**src/rtl/dpll_tx_gen.sv**
```systemverilog
// Test-pattern transmitter for a DPLL receiver: preamble plus 16-bit NRZ words
// from a host holding register or a PRBS7 source, with per-bit phase jumps.
module dpll_tx_gen #(
  parameter int BIT_DIV = 200000,
  parameter int STEP    = 2000,
  parameter int PRE_LEN = 8
) (
  input  logic        CLK_100MHz,
  input  logic        reset,
  input  logic        start,
  input  logic        mode,
  input  logic [15:0] data_in,
  input  logic        load,
  input  logic [1:0]  phase_adj,
  output logic        signal,
  output logic        bit_strobe,
  output logic        ready,
  output logic        busy,
  output logic        done
);

  typedef enum logic [1:0] {
    IDLE     = 2'd0,
    PREAMBLE = 2'd1,
    DATA     = 2'd2
  } state_t;

  localparam logic [19:0] P_NOM     = 20'(BIT_DIV);
  localparam logic [19:0] P_LONG    = 20'(BIT_DIV + STEP);
  localparam logic [19:0] P_SHORT   = 20'(BIT_DIV - STEP);
  localparam logic [15:0] PRE_LAST  = 16'(PRE_LEN - 1);
  localparam logic [15:0] DATA_LAST = 16'd15;

  function automatic logic [19:0] period_sel(input logic [1:0] adj);
    logic [19:0] p;
    case (adj)
      2'd1:    p = P_LONG;
      2'd2:    p = P_SHORT;
      default: p = P_NOM;
    endcase
    return p;
  endfunction

  // x^7 + x^6 + 1 Fibonacci LFSR, output taken from the MSB
  function automatic logic [6:0] prbs_next(input logic [6:0] s);
    return {s[5:0], s[6] ^ s[5]};
  endfunction

  state_t      state_r;
  logic [19:0] cnt_r;
  logic [19:0] p_r;
  logic [15:0] idx_r;
  logic        mode_r;
  logic [15:0] hold_r;
  logic [15:0] shift_r;
  logic [6:0]  prbs_r;
  logic        signal_r;
  logic        strobe_r;
  logic        ready_r;
  logic        busy_r;
  logic        done_r;

  logic        bit_end_s;
  logic        go_s;
  logic        word_next_s;
  logic        more_bits_s;
  logic        start_mode_s;

  assign bit_end_s   = (state_r != IDLE) && (cnt_r == p_r - 20'd1);
  assign go_s        = start && (mode || !ready_r);
  assign word_next_s = mode ? start : !ready_r;

  // Word-start source: the mode latched at IDLE exit after the preamble,
  // otherwise the live mode input sampled at the word boundary
  always_comb begin
    start_mode_s = mode;
    more_bits_s  = 1'b0;
    if (state_r == PREAMBLE) begin
      start_mode_s = mode_r;
      more_bits_s  = (idx_r != PRE_LAST);
    end else begin
      start_mode_s = mode;
      more_bits_s  = (idx_r != DATA_LAST);
    end
  end

  // Sequencer, bit timing, data sources and host handshake
  always_ff @(posedge CLK_100MHz or posedge reset) begin
    if (reset) begin
      state_r  <= IDLE;
      cnt_r    <= 20'd0;
      p_r      <= P_NOM;
      idx_r    <= 16'd0;
      mode_r   <= 1'b0;
      hold_r   <= 16'd0;
      shift_r  <= 16'd0;
      prbs_r   <= 7'h7F;
      signal_r <= 1'b0;
      strobe_r <= 1'b0;
      ready_r  <= 1'b1;
      busy_r   <= 1'b0;
      done_r   <= 1'b0;
    end else begin
      strobe_r <= 1'b0;
      done_r   <= 1'b0;
      // A transfer only happens while the holding register is full, so it
      // never collides with an accepted load
      if (load && ready_r) begin
        hold_r  <= data_in;
        ready_r <= 1'b0;
      end
      case (state_r)
        IDLE: begin
          cnt_r    <= 20'd0;
          signal_r <= 1'b0;
          busy_r   <= 1'b0;
          if (go_s) begin
            state_r  <= PREAMBLE;
            busy_r   <= 1'b1;
            mode_r   <= mode;
            idx_r    <= 16'd0;
            signal_r <= 1'b1;
            strobe_r <= 1'b1;
            p_r      <= period_sel(phase_adj);
          end
        end
        PREAMBLE, DATA: begin
          if (!bit_end_s) begin
            cnt_r <= cnt_r + 20'd1;
          end else begin
            cnt_r <= 20'd0;
            if (more_bits_s) begin
              idx_r    <= idx_r + 16'd1;
              strobe_r <= 1'b1;
              p_r      <= period_sel(phase_adj);
              if (state_r == PREAMBLE) begin
                signal_r <= ~signal_r;
              end else if (mode_r) begin
                signal_r <= prbs_r[6];
                prbs_r   <= prbs_next(prbs_r);
              end else begin
                signal_r <= shift_r[15];
                shift_r  <= {shift_r[14:0], 1'b0};
              end
            end else if ((state_r == PREAMBLE) || word_next_s) begin
              state_r  <= DATA;
              idx_r    <= 16'd0;
              strobe_r <= 1'b1;
              p_r      <= period_sel(phase_adj);
              mode_r   <= start_mode_s;
              if (start_mode_s) begin
                signal_r <= prbs_r[6];
                prbs_r   <= prbs_next(prbs_r);
              end else begin
                signal_r <= hold_r[15];
                shift_r  <= {hold_r[14:0], 1'b0};
                ready_r  <= 1'b1;
              end
            end else begin
              state_r  <= IDLE;
              busy_r   <= 1'b0;
              done_r   <= 1'b1;
              signal_r <= 1'b0;
            end
          end
        end
        default: begin
          state_r  <= IDLE;
          cnt_r    <= 20'd0;
          signal_r <= 1'b0;
          busy_r   <= 1'b0;
        end
      endcase
    end
  end

  assign signal     = signal_r;
  assign bit_strobe = strobe_r;
  assign ready      = ready_r;
  assign busy       = busy_r;
  assign done       = done_r;

endmodule

```
**config.mk**
```make
export PLATFORM = sky130hd
export DESIGN_NAME = dpll_tx_gen
export DESIGN_NICKNAME = d
export VERILOG_FILES = /design/src/rtl/dpll_tx_gen.sv
export SDC_FILE = /design/constraint.sdc
export NUM_CORES = 1
export LEC_CHECK = 0
export BUFFER_PORTS_ARGS = -buffer_cell sky130_fd_sc_hd__clkbuf_2
export CORE_MARGIN = 3
export CORE_UTILIZATION = 58
export DETAILED_ROUTE_END_ITERATION = 12
export MAX_ROUTING_LAYER = met4
export PLACE_DENSITY = 0.87
export SYNTH_ARGS = -nofsm -noshare
export SYNTH_HDL_FRONTEND = slang
export SYNTH_SLANG_ARGS = --single-unit
```
**constraint.sdc**
```tcl
create_clock -name CLK_100MHz -period 3.1 [get_ports CLK_100MHz]
set_input_delay 0.31 -clock CLK_100MHz [delete_from_list [all_inputs] [get_ports CLK_100MHz]]
set_output_delay 0.31 -clock CLK_100MHz [all_outputs]
set_load 0.01 [all_outputs]
```
==> impl_results.md, run 1 <==
- Status: finished, final reports clean
- Register share of total power: a little over half
- WL/cell: between 15 and 20 um
- Multi-input gate area: 0.00238 mm2
- GRT Resource Usage Total: between 20% and 30%
- Routability cong.: between 0.8 and 0.9
- Combinational share of power: approximately 4%
- Max incr delay on CP: around 0.49 ns
- Crit. End Element: flip-flop
- Crit-path cells: inv_1 > ha_1 > nor4_2 > nand4_1 > a2111o_1 > a2111oi_4 > buf_4 > mux2_2
- WL met1: about 4600 um
- Clock sink count: 87
- Clock Skew: roughly 0.008 ns
- Slew @ Worst Pin: between 0.6 and 0.7 ns
- Core box area: 0.00781 mm2
- Area Growth Syn to Fin: 11.1%
- Clock slew at reported path FFs: about 0.090 ns
- Top_reg_cell synth: dfrtp_1
- Synthesized net count: around 470
- Worst EP arrival: roughly 3.2 ns
- Dpl hpwl: 7060 um
- Critical Path RT: roughly 3.4 ns
- CTS buffer count: 9
- Vias in the first global route: roughly 3600
- Hold Crit Start: load
- Drt pass-1 iters: 5
- Commonest cells after routing, fill and taps aside: 77 x dfrtp_1, 45 x mux2_2, 33 x nor2_1
- Worst setup path start: state_r[0]
- Slew HR: a little over half
- Metal2 WL: 5000 um
- Synth Area per Inst: between 10 and 15 um2
- Final Critical Period: 2.90 ns
- R2R Path End: shift_r[12]
- DR vias: 3528
- YS warnings: 0
- Post-DRT Antenna Nets: 0
- Buffers on Ports: 27
- Worst vdd ir: 0.293 mV
- Capture point of the worst path: shift_r[12]
- Fmax: between 300 and 400 MHz
- Number of top-level pins: 28
- Met3 WL post-DR: a little under 500 um
- Postcts setup bufs: 0
- Die area: roughly 0.0092 mm2
- CTS tree: done
- Grt ovf: 0
- Pwr/cell area: between 400 and 500 mW/mm2
- Final Hold Viols: 0
- # setup viols final: 0
- Diodes inserted: 0
- Die Ht: between 90 and 100 um
- Die W: roughly 96 um
- Switching power: 501 uW
- Post-Syn Area: 0.00470 mm2
- Slew Viols, Final: 0
- Int Power: 1.66 mW
- Worst skew pair latency: around 0.37 ns
- Largest delay share family, worst path: compound AO/OA/AOI/OAI gates
- Worst setup SP type: flip-flop
- Setup_tns: 0 ns
- Post-Synthesis Cells: between 400 and 500
- Max-Cap Viols: 0
- Clock power share: between 40% and 50%
- Pin count of the biggest net entering global routing: 32
- Root Buffer: clkbuf_8
- Crit path max-delay cell type: a2111o_1
- Max clock buf depth: 2
- Worst path buffer plus inverter count: 2
- Row count: 32
- Initial core utilization: 60.2%
- Switching Share: 23.2%
- Final worst slack: about 0.20 ns
- Layout cells sized above 1: a little over a quarter
- Pleak: around 2.4 nW
- DR iter-0 viols: approximately 270
- Worst setup path class: flip-flop to flip-flop
- FF-to-FF Start: state_r[0]
- DRT Wirelength: slightly above 10000 um
- Asr flop ratio synth: 100%
- H-tree lvl count: 3
- Register area: between 0.002 and 0.0025 mm2
- Final #Nets: 500
- Number of distinct library cells after synthesis: 56
- Reg2reg path depth: 8
- Most common cell after layout, fill and taps aside: dfrtp_1
- Worst slack, placed: around 0.15 ns
- Via density: between 6 and 7
- EDFF count, synth: 0
- Crit path depth: 8
- First-pass GRT wire length: about 17000 um
- Layout fillers: 573
- R2R Setup Slk: 0.20 ns
- Post-synthesis sequential area ratio: a little under half
- DRC: 0
- Crit-path max FO: 15
- Period utilization: 93.4%
- Max Used Layer: met4
- Initial antenna violation count: 0
- RSZ-0062 raised after global routing: no
- FF+latch count, synth: between 80 and 90
- Worst hold path class: primary input to flip-flop
==> worst reg2reg max path, stage by stage, from the launching register on <==
cell	delay [ns]
dfrtp_1	0.41
inv_1	0.07
ha_1	0.25
nor4_2	0.37
nand4_1	0.20
a2111o_1	0.49
a2111oi_4	0.33
buf_4	0.28
mux2_2	0.38
==> metrics by stage <==
step / instances / instance area [um2] / utilization [%] / hold slack, ns / total power, mW
after CTS: 574 / 5210 / 66.7 / 0.135 / 2.17
after floorplan: 435 / 4700 / - / 0.374 / 1.24
final: 574 / 5230 / 66.9 / 0.140 / 2.16
after detailed placement: 557 / 4970 / 63.7 / 0.343 / 1.28
after global routing: 574 / 5230 / 66.9 / 0.131 / 2.23
after global placement: 557 / 4970 / 63.7 / 0.341 / 1.28
==> power groups by stage <==
stage	logic (mW)	clock network, mW	registers (mW)
finish	0.0869	0.903	1.17
detailed placement	0.0876	0	1.19
floorplan	0.0536	0	1.19
global route	0.0991	0.957	1.18
global placement	0.0828	0	1.19
CTS	0.0891	0.907	1.17
==> Yosys cell counts (2+ instances only) <==
cell / instances / share of area, %
dfrtp_1: 77 / 41
mux2_2: 45 / 11
nor2_1: 33 / 2.6
nand2_1: 30 / 2.4
xnor2_1: 23 / 4.3
nand3_1: 18 / 1.9
o211ai_1: 16 / 2.6
clkbuf_1: 15 / 1.2
inv_1: 15 / 1.2
nor3_1: 15 / 1.6
o21ai_0: 15 / 1.6
and3_1: 11 / 1.5
nand4_1: 11 / 1.5
dfstp_2: 10 / 5.6
ha_1: 10 / 2.7
mux2_1: 9 / 2.2
xor2_1: 7 / 1.3
a21oi_1: 6 / 0.64
mux2i_1: 5 / 1.1
nor4_1: 5 / 0.67
a211oi_1: 4 / 0.64
and2_1: 4 / 0.53
nor2b_1: 4 / 0.53
o221a_2: 4 / 0.96
or4_4: 4 / 0.96
a2111o_1: 3 / 0.72
a211o_1: 2 / 0.37
a21o_1: 2 / 0.32
and4_1: 2 / 0.37
buf_6: 2 / 0.48
o22ai_1: 2 / 0.27
o41ai_1: 2 / 0.37
==> layer usage <==
layer / GRT usage [%] / up-vias
met5: - / -
met4: 9.95 / 0
met3: 4.77 / 24
met2: 39.2 / 105
met1: 33.0 / 1748
li1: - / 1651
==> repair_timing <==
action | in CTS | in global routing
hold endpoints to repair | 23 | 0
endpoints found under the setup margin | 0 | 14
resized for setup | 0 | 2
hold buffers | 1 | 0
==> cells by family after synthesis <==
group           after synthesis  synth area share [%]
compound gates               69                  11.5
simple gates                146                  16.5
flops                        87                  46.6
buf+inv                      34                  3.14
fa+ha+maj                    10                  2.66
xor+xnor                     30                  5.59
mux                          59                  14.0
==> final cells by class <==
| class | instances | area share (%) |
|---|---|---|
| Clock buffer | 9 | 2.37 |
| Clock inverter | 7 | 2.04 |
| Inverter | 15 | 1.10 |
| Multi-Input combinational cell | 314 | 45.6 |
| Sequential cell | 87 | 41.9 |
| Tap cell | 102 | 2.44 |
| Timing Repair Buffer | 40 | 4.50 |
==> flip-flops by register name, summed over array words and instances, names as in the netlist, 2 cells and up <==
register	cells
cnt_r	20
hold_r	16
idx_r	16
p_r	5
prbs_r	7
shift_r	15
state_r	2
==> worst min-delay path by stage <==
stage	end	slack, ns	depth (start not counted)
CTS	ready	0.14	2
finish	ready	0.14	2
global placement	hold_r[15]	0.34	2
floorplan	ready	0.37	1
global route	ready	0.13	2
detailed placement	hold_r[15]	0.34	2
No activity file was read; power rests on OpenSTA's default activity.
==> run 2, diff against run 1 <==
--- a/config.mk
+++ b/config.mk
@@ -7,10 +7,9 @@
 export LEC_CHECK = 0
 export BUFFER_PORTS_ARGS = -buffer_cell sky130_fd_sc_hd__clkbuf_2
 export CORE_MARGIN = 3
-export CORE_UTILIZATION = 58
+export CORE_UTILIZATION = 45
 export DETAILED_ROUTE_END_ITERATION = 12
 export MAX_ROUTING_LAYER = met4
-export PLACE_DENSITY = 0.87
 export SYNTH_ARGS = -nofsm -noshare
 export SYNTH_HDL_FRONTEND = slang
 export SYNTH_SLANG_ARGS = --single-unit
==> constraint.sdc (replaced) <==
create_clock -name CLK_100MHz -period 2.75 [get_ports CLK_100MHz]
set_input_delay 0.275 -clock CLK_100MHz [delete_from_list [all_inputs] [get_ports CLK_100MHz]]
set_output_delay 0.275 -clock CLK_100MHz [all_outputs]
set_load 0.01 [all_outputs]
==> run 2 against run 1 <==
Compared with the run above: global-route usage fell by 5.7 points; critical endpoint is now shift_r[10]; wire length about the same; clock power shrank 9.2%; clock skew up 0.0068 ns; critical path depth fell by 2; largest power group unchanged; utilization fell by 12 points; first-iteration DRC count down 22%; worst hold slack worse by 0.070 ns; sequential power is 13% higher; critical path type unchanged; design area rose by 5.4%; cell count rose by 11%; maximum frequency rose by 9.6%.
==> impl_results.md, run 2 (synthesis results as in run 1) <==
- Die Ht: 108 um (+13%)
- Hold path depth: 2 (unchanged)
- Worst setup path class: flip-flop to flip-flop
- RSZ-0062 raised after global routing: no
- Worst EP arrival: 2.91 ns (-0.24 ns)
- Max-Cap Viols: 0 (unchanged)
- Final Util: 55.3% (-12 points)
- Via density: 5.54 (-9.8%)
- Initial antenna violation count: 0 (unchanged)
- Final Hold Viols: 0 (unchanged)
- DR vias: 3536 (+0.23%)
- WL met1: 5020 um (+9.4%)
- Worst vdd ir: 0.222 mV (-24%)
- Top reg by flops: cnt_r
- Area Growth Syn to Fin: 17.1%
- CTS buffer count: 9 (unchanged)
- Layout fillers: 889 (+55%)
- Clock slew at reported path FFs: 0.09 ns (about the same)
- Critical Path RT: 3.02 ns (-0.33 ns)
- Register share of total power: 58.9% (+4.7 points)
- Commonest cells after routing, fill and taps aside: 77 x dfrtp_1, 45 x mux2_2, 44 x buf_4
- Max Used Layer: met4
- WL/cell: 16.2 um (-10%)
- Slew Viols, Final: 0 (unchanged)
- Crit path max-delay cell type: or4_4
- R2R Path End: shift_r[10]
- FF-to-FF Start: idx_r[12]
- Dpl hpwl: 7480 um (+6.0%)
- Final Critical Period: 2.64 ns (-0.254 ns)
- Pwr/cell area: 408 mW/mm2 (-1.5%)
- Worst hold path class: primary input to flip-flop
- Crit. End Element: flip-flop
- Core box area: 0.00995 mm2 (+28%)
- Reg2reg path depth: 6 (-2)
- Placed cell count: 617 (+11%)
- # setup viols final: 0 (unchanged)
- DRT Wirelength: 10300 um (about the same)
- Final #Nets: 533 (+6.6%)
- Period utilization: 96.1% (+2.7 points)
- Clock Skew: 0.0148 ns (+0.00679 ns)
- Routability cong.: 0.874 (-2.5%)
- First-pass GRT wire length: 17500 um (+0.19%)
- Metal2 WL: 4640 um (-7.2%)
- Int Power: 1.69 mW (+1.6%)
- CTS tree: done
- Combinational share of power: 4.6% (+0.6 points)
- Status: finished, final reports clean
- GRT Resource Usage Total: 19.7% (-5.7 points)
- Post-DRT Antenna Nets: 0 (unchanged)
- Non-Filler Instances: 638 (+11%)
- Hold EP: ready
- Buffers on Ports: 27 (unchanged)
- Root Buffer: clkbuf_8
- Met3 WL post-DR: 414 um (-14%)
- Clock sink count: 87 (unchanged)
- Die area: 0.0117 mm2 (+27%)
- Switching Share: 24.8% (+1.6 points)
- Diodes inserted: 0 (unchanged)
- Drt pass-1 iters: 4 (-1)
- R2R Setup Slk: 0.11 ns (-0.10 ns)
- Pleak: 2.56 nW (+6.6%)
- Slew @ Worst Pin: 0.904 ns (+0.233 ns)
- Worst skew pair latency: 0.38 ns (about the same)
- Final Power: 2.24 mW (+3.8%)
- Die W: 108 um (+13%)
- Max incr delay on CP: 0.55 ns (+0.06 ns)
- Vias in the first global route: 3454 (-4.9%)
- Crit-path max FO: 15 (unchanged)
- DRC: 0 (unchanged)
- Most common cell after layout, fill and taps aside: dfrtp_1
- Initial core utilization: 47.2% (-13 points)
- Fmax: 378 MHz (+9.6%)
- Worst setup SP type: flip-flop
- Hold Crit Start: load
- Max clock buf depth: 2 (unchanged)
- Number of top-level pins: 28 (unchanged)
- Crit-path cells: or4_4 > o41ai_2 > o41ai_2 > a2111oi_4 > buf_12 > mux2_2
- Layout cells sized above 1: 32.3% (+5.2 points)
- Grt ovf: 0 (unchanged)
- Worst path most repeated cell: o41ai_2
- H-tree lvl count: 3 (unchanged)
- DP Area: 0.00525 mm2 (+5.5%)
- DR iter-0 viols: 210 (-22%)
- Switching power: 556 uW (+11%)
- Max FFs per register: 20 (unchanged)
- Finished Cell Area: 0.00551 mm2 (+5.4%)
- Slew HR: 39.3% (-16 points)
- Setup_tns: 0 ns (unchanged)
- Clock power share: 36.5% (-5.2 points)
- Row count: 36 (+13%)
- Biggest regs: cnt_r (20), hold_r (16), idx_r (16)
- Pin count of the biggest net entering global routing: 37 (+16%)
## run 2: cell types whose count changed in the layout (fill, tap and decap cells not counted), sizes merged
cell / change
buf: +33
clkbuf: +1
inv: +1
bufinv: -2
## run 2: metrics by stage
stage	hold WS, ns	worst slack (ns)
after global placement	0.338	0.0553
after CTS	0.0641	0.00461
after detailed placement	0.345	-0.0616
final	0.0695	0.107
after global routing	0.0836	0.00461
after floorplan	0.339	0.00584
## run 2: final cells by class
cell class,count,area (um2),share of cell area [%]
tap,133,166,3.02
inverter,15,57.6,1.05
clock buffer,10,128,2.32
sequential,87,2190,39.8
timing repair buffer,73,495,9.00
clock inverter,6,45.0,0.818
multi-input combinational,314,2420,44.0
## run 2: timing repair
action | 4_1_cts | 5_1_grt
setup endpoints to repair | 17 | 21
buffers inserted | 1 | 3
endpoints found under the hold margin | 29 | 0
gates resized for setup | 1 | 6
hold buffers | 1 | 0
pin swaps | 2 | 7
## run 2: worst max-delay path: cells and delay by family, from the launching register on
family	cells	cell delay, ns
AOI/OAI and AO/OA	3	1.01
buffers and inverters	1	0.20
DFF	1	0.44
muxes	1	0.34
and+or+nand+nor	1	0.55
## run 2: how the worst max path moves through the flow
stage / startpoint / end / slack (ns) / cells after the start
after floorplan: p_r[4] / shift_r[15] / 0.006 / 9
after global placement: p_r[4] / shift_r[10] / 0.06 / 9
after detailed placement: state_r[1] / shift_r[10] / -0.06 / 8
after CTS: state_r[1] / idx_r[0] / 0.005 / 9
after global routing: idx_r[12] / idx_r[0] / 0.005 / 7
final: idx_r[12] / shift_r[10] / 0.11 / 6
## run 2: power by group through the flow
stage / Combinational [mW] / Clock (mW) / Sequential (mW)
after floorplan: 0.0604 / 0 / 1.34
after global placement: 0.101 / 0 / 1.35
after detailed placement: 0.104 / 0 / 1.35
after CTS: 0.105 / 0.841 / 1.32
after global routing: 0.118 / 0.891 / 1.33
final: 0.103 / 0.820 / 1.32
## run 2: metal layers
layer | vias up | GRT usage, %
met4 | 0 | 7.94
met3 | 17 | 2.87
li1 | 1717 | -
met1 | 1732 | 27.5
met2 | 70 | 28.9
met5 | - | -
==> run 3, diff against run 2 <==
--- a/config.mk
+++ b/config.mk
@@ -5,8 +5,8 @@
 export SDC_FILE = /design/constraint.sdc
 export NUM_CORES = 1
 export LEC_CHECK = 0
+export ABC_AREA = 1
 export BUFFER_PORTS_ARGS = -buffer_cell sky130_fd_sc_hd__clkbuf_2
-export CORE_MARGIN = 3
 export CORE_UTILIZATION = 45
 export DETAILED_ROUTE_END_ITERATION = 12
 export MAX_ROUTING_LAYER = met4
==> run 3 against run 2 <==
Compared with the run above: cell count grew 24%; first-iteration DRC count shrank 12%; design area shrank 2.1%; via count grew 15%; power grew 71%; die area shrank 2.9%; flip-flop and latch count is the same; combinational power grew to 13 times the previous value; worst hold slack lost 0.0025 ns; clock power grew 15%; critical endpoint is now idx_r[6]; largest cell class unchanged; largest power group unchanged; highest routed layer unchanged.
==> impl_results.md, run 3 <==
- Top reg by flops: cnt_r
- Routability cong.: 0.876 (+0.24%)
- Die Ht: 107 um (-1.5%)
- Post-Synth Simple-Gate Area: 36.8% (+20 points)
- Commonest cells after routing, fill and taps aside: 200 x nand2_1, 77 x dfrtp_1, 75 x nor2_1
- Register area: 0.00219 mm2 (unchanged)
- Die area: 0.0114 mm2 (-2.9%)
- DRT Wirelength: 10600 um (+2.4%)
- Synth Area per Inst: 7.90 um2 (-27%)
- Number of top-level pins: 28 (unchanged)
- Clock sink count: 87 (unchanged)
- Diodes inserted: 0 (unchanged)
- Clock Skew: 0.0143 ns (-0.000535 ns)
- Crit path max-delay cell type: nand3_2
- Grt ovf: 0 (unchanged)
- Worst setup path class: flip-flop to flip-flop
- Placed cell count: 772 (+25%)
- Clock slew at reported path FFs: 0.09 ns (about the same)
- Worst hold path class: primary input to flip-flop
- CTS buffer count: 9 (unchanged)
- Worst path buffer plus inverter count: 2 (+1)
- Worst vdd ir: 0.415 mV (+87%)
- Synth area leader: dfrtp_1
- FF-to-FF Start: p_r[4]
- Post-Syn Area: 0.00493 mm2 (+4.8%)
- Crit-path cells: inv_1 > ha_1 > ha_1 > nand2_1 > inv_1 > nor2_1 > nand2_1 > nor2_2 > nand3_4 > nand2_2 > nand3_2 > nand2_1 > nand2_1
- Via density: 5.15 (-7.0%)
- Period utilization: 87.6% (-8.5 points)
- Top cells by count, synth: 200 x nand2_1, 77 x dfrtp_1, 75 x nor2_1
- Pwr/cell area: 713 mW/mm2 (+75%)
- Synthesized net count: 657 (+40%)
- Max incr delay on CP: 0.40 ns (-0.15 ns)
- Count leader, synth: nand2_1
- Max-Cap Viols: 0 (unchanged)
- # setup viols final: 0 (unchanged)
- DR vias: 4067 (+15%)
- Synth Area in XOR/XNOR: 4.44% (-1.1 points)
- Slew @ Worst Pin: 0.720 ns (-0.184 ns)
- WL/cell: 13.4 um (-17%)
- Biggest regs: cnt_r (20), hold_r (16), idx_r (16)
- Final #Nets: 681 (+28%)
- Buffers on Ports: 27 (unchanged)
- Largest family of logic cells by synthesized area: simple AND/OR/NAND/NOR gates
- DR iter-0 viols: 184 (-12%)
- Crit-path max FO: 21 (+6)
- Fmax: 415 MHz (+9.7%)
- Worst path most repeated cell: nand2_1
- Drt pass-1 iters: 4 (unchanged)
- Synth Area in Compound Gates: 1.32% (-10 points)
- Non-Filler Instances: 789 (+24%)
- Critical Path RT: 3.00 ns (-0.02 ns)
- EDFF count, synth: 0 (unchanged)
- Setup_tns: 0 ns (unchanged)
- Final Critical Period: 2.41 ns (-0.234 ns)
- Slew Viols, Final: 0 (unchanged)
- Final Hold Viols: 0 (unchanged)
- Initial core utilization: 47.1% (-0.14 points)
- Pleak: 2.82 nW (+9.9%)
- DRC: 0 (unchanged)
- Pin count of the biggest net entering global routing: 56 (+51%)
- Hold Crit Start: load
- YS warnings: 0 (unchanged)
- Root Buffer: clkbuf_8
- Largest delay share family, worst path: simple AND/OR/NAND/NOR gates
- Worst setup SP type: flip-flop
- Die W: 107 um (-1.5%)
- Core box area: 0.0105 mm2 (+5.1%)
- Multi-input gate area: 0.00239 mm2 (-1.3%)
- Post-DRT Antenna Nets: 0 (unchanged)
- Synth top area cells: dfrtp_1 39%, nand2_1 15%, nand4_1 6.2%
- Slew HR: 51.9% (+13 points)
- Layout fillers: 1058 (+19%)
- Dpl hpwl: 7490 um (+0.16%)
- GRT Resource Usage Total: 21.3% (+1.6 points)
- Crit. End Element: flip-flop
- Row count: 37 (+2.8%)
- Most common cell after layout, fill and taps aside: nand2_1
- Asr flop ratio synth: 100% (unchanged)
- Worst skew pair latency: 0.38 ns (about the same)
- Top_reg_cell synth: dfrtp_1
- Layout cells sized above 1: 15.5% (-17 points)
- Max clock buf depth: 2 (unchanged)
- Initial antenna violation count: 0 (unchanged)
- Max FFs per register: 20 (unchanged)
- Worst EP arrival: 2.66 ns (-0.25 ns)
- Proportion of synthesized area in mux cells: 3.43% (-11 points)
- Status: finished, final reports clean
- First-pass GRT wire length: 18700 um (+6.7%)
- Share of the synthesized area in the top cell type: 39.1% (-1.9 points)
- H-tree lvl count: 3 (unchanged)
- Post-Synthesis Cells: 624 (+43%)
- Worst setup path start: p_r[4]
- Vias in the first global route: 3976 (+15%)
- Number of distinct library cells after synthesis: 34 (-39%)
- CTS tree: done
- RSZ-0062 raised after global routing: no
- Post-synthesis sequential area ratio: 44.4% (-2.1 points)
- FF+latch count, synth: 87 (unchanged)
- Area Growth Syn to Fin: 9.37%
- Synth Area in Adders: 2.54% (-0.12 points)
run 3: where the power goes:
group / internal, mW / switching (mW) / leakage [nW]
combinational: 0.376 / 1.01 / 1.57
clock: 0.453 / 0.488 / 0.101
sequential: 1.42 / 0.0989 / 1.15
run 3: area by class of cell:
| cell class | instances | share of cell area, % |
|---|---|---|
| Multi-Input combinational cell | 457 | 44.4 |
| Sequential cell | 87 | 40.6 |
| Inverter | 58 | 4.11 |
| Clock inverter | 5 | 1.18 |
| Timing Repair Buffer | 35 | 3.90 |
| Clock buffer | 11 | 2.62 |
| Tap cell | 136 | 3.16 |
run 3: timing repair:
item / 4_1_cts / 5_1_grt
setup buffers: 0 / 0
endpoints found under the hold margin: 29 / 0
resized for setup: 0 / 0
hold buffers: 1 / 0
run 3: per-stage QoR:
stage,hold slack (ns),instance area (um2),worst slack (ns),power [mW],util [%]
2_1_floorplan,0.338,4930,0.241,2.63,-
4_1_cts,0.0553,5390,0.346,3.88,51.5
3_3_place_gp,0.346,5170,0.436,2.90,49.5
3_5_place_dp,0.354,5170,0.370,2.94,49.5
6_report,0.0670,5390,0.342,3.84,51.5
5_1_grt,0.0767,5390,0.0762,4.13,51.5
run 3: logic make-up (layout without fill, tap and decap cells):
kind of cell             after synthesis  in the layout
AND/OR/NAND/NOR                      395            395
adder cells (fa/ha/maj)               10             10
XOR/XNOR                              25             25
buffers and inverters                 80            109
flip-flops                            87             87
multiplexers                          15             15
AO/OA/AOI/OAI                         12             12
run 3: path summary, 6_finish.rpt:
kind	endpoint	slack (ns)	cells past startpoint
worst max-delay path	idx_r[6]	0.34	13
worst min-delay path	ready	0.07	2
worst max register to register	idx_r[6]	0.34	13
worst min register to register	cnt_r[0]	0.46	1
max in group asynchronous	prbs_r[6]	1.53	4
min in group asynchronous	cnt_r[12]	0.48	3
run 3: layer usage:
layer  up-vias  part of all wire (%)  global-route usage (%)
li1       2048                     -                       -
met1      1945                    47                    27.6
met2        60                    48                    33.6
met3        14                   2.9                    4.44
met4         0                   1.5                    6.65
met5         -                     0                       -
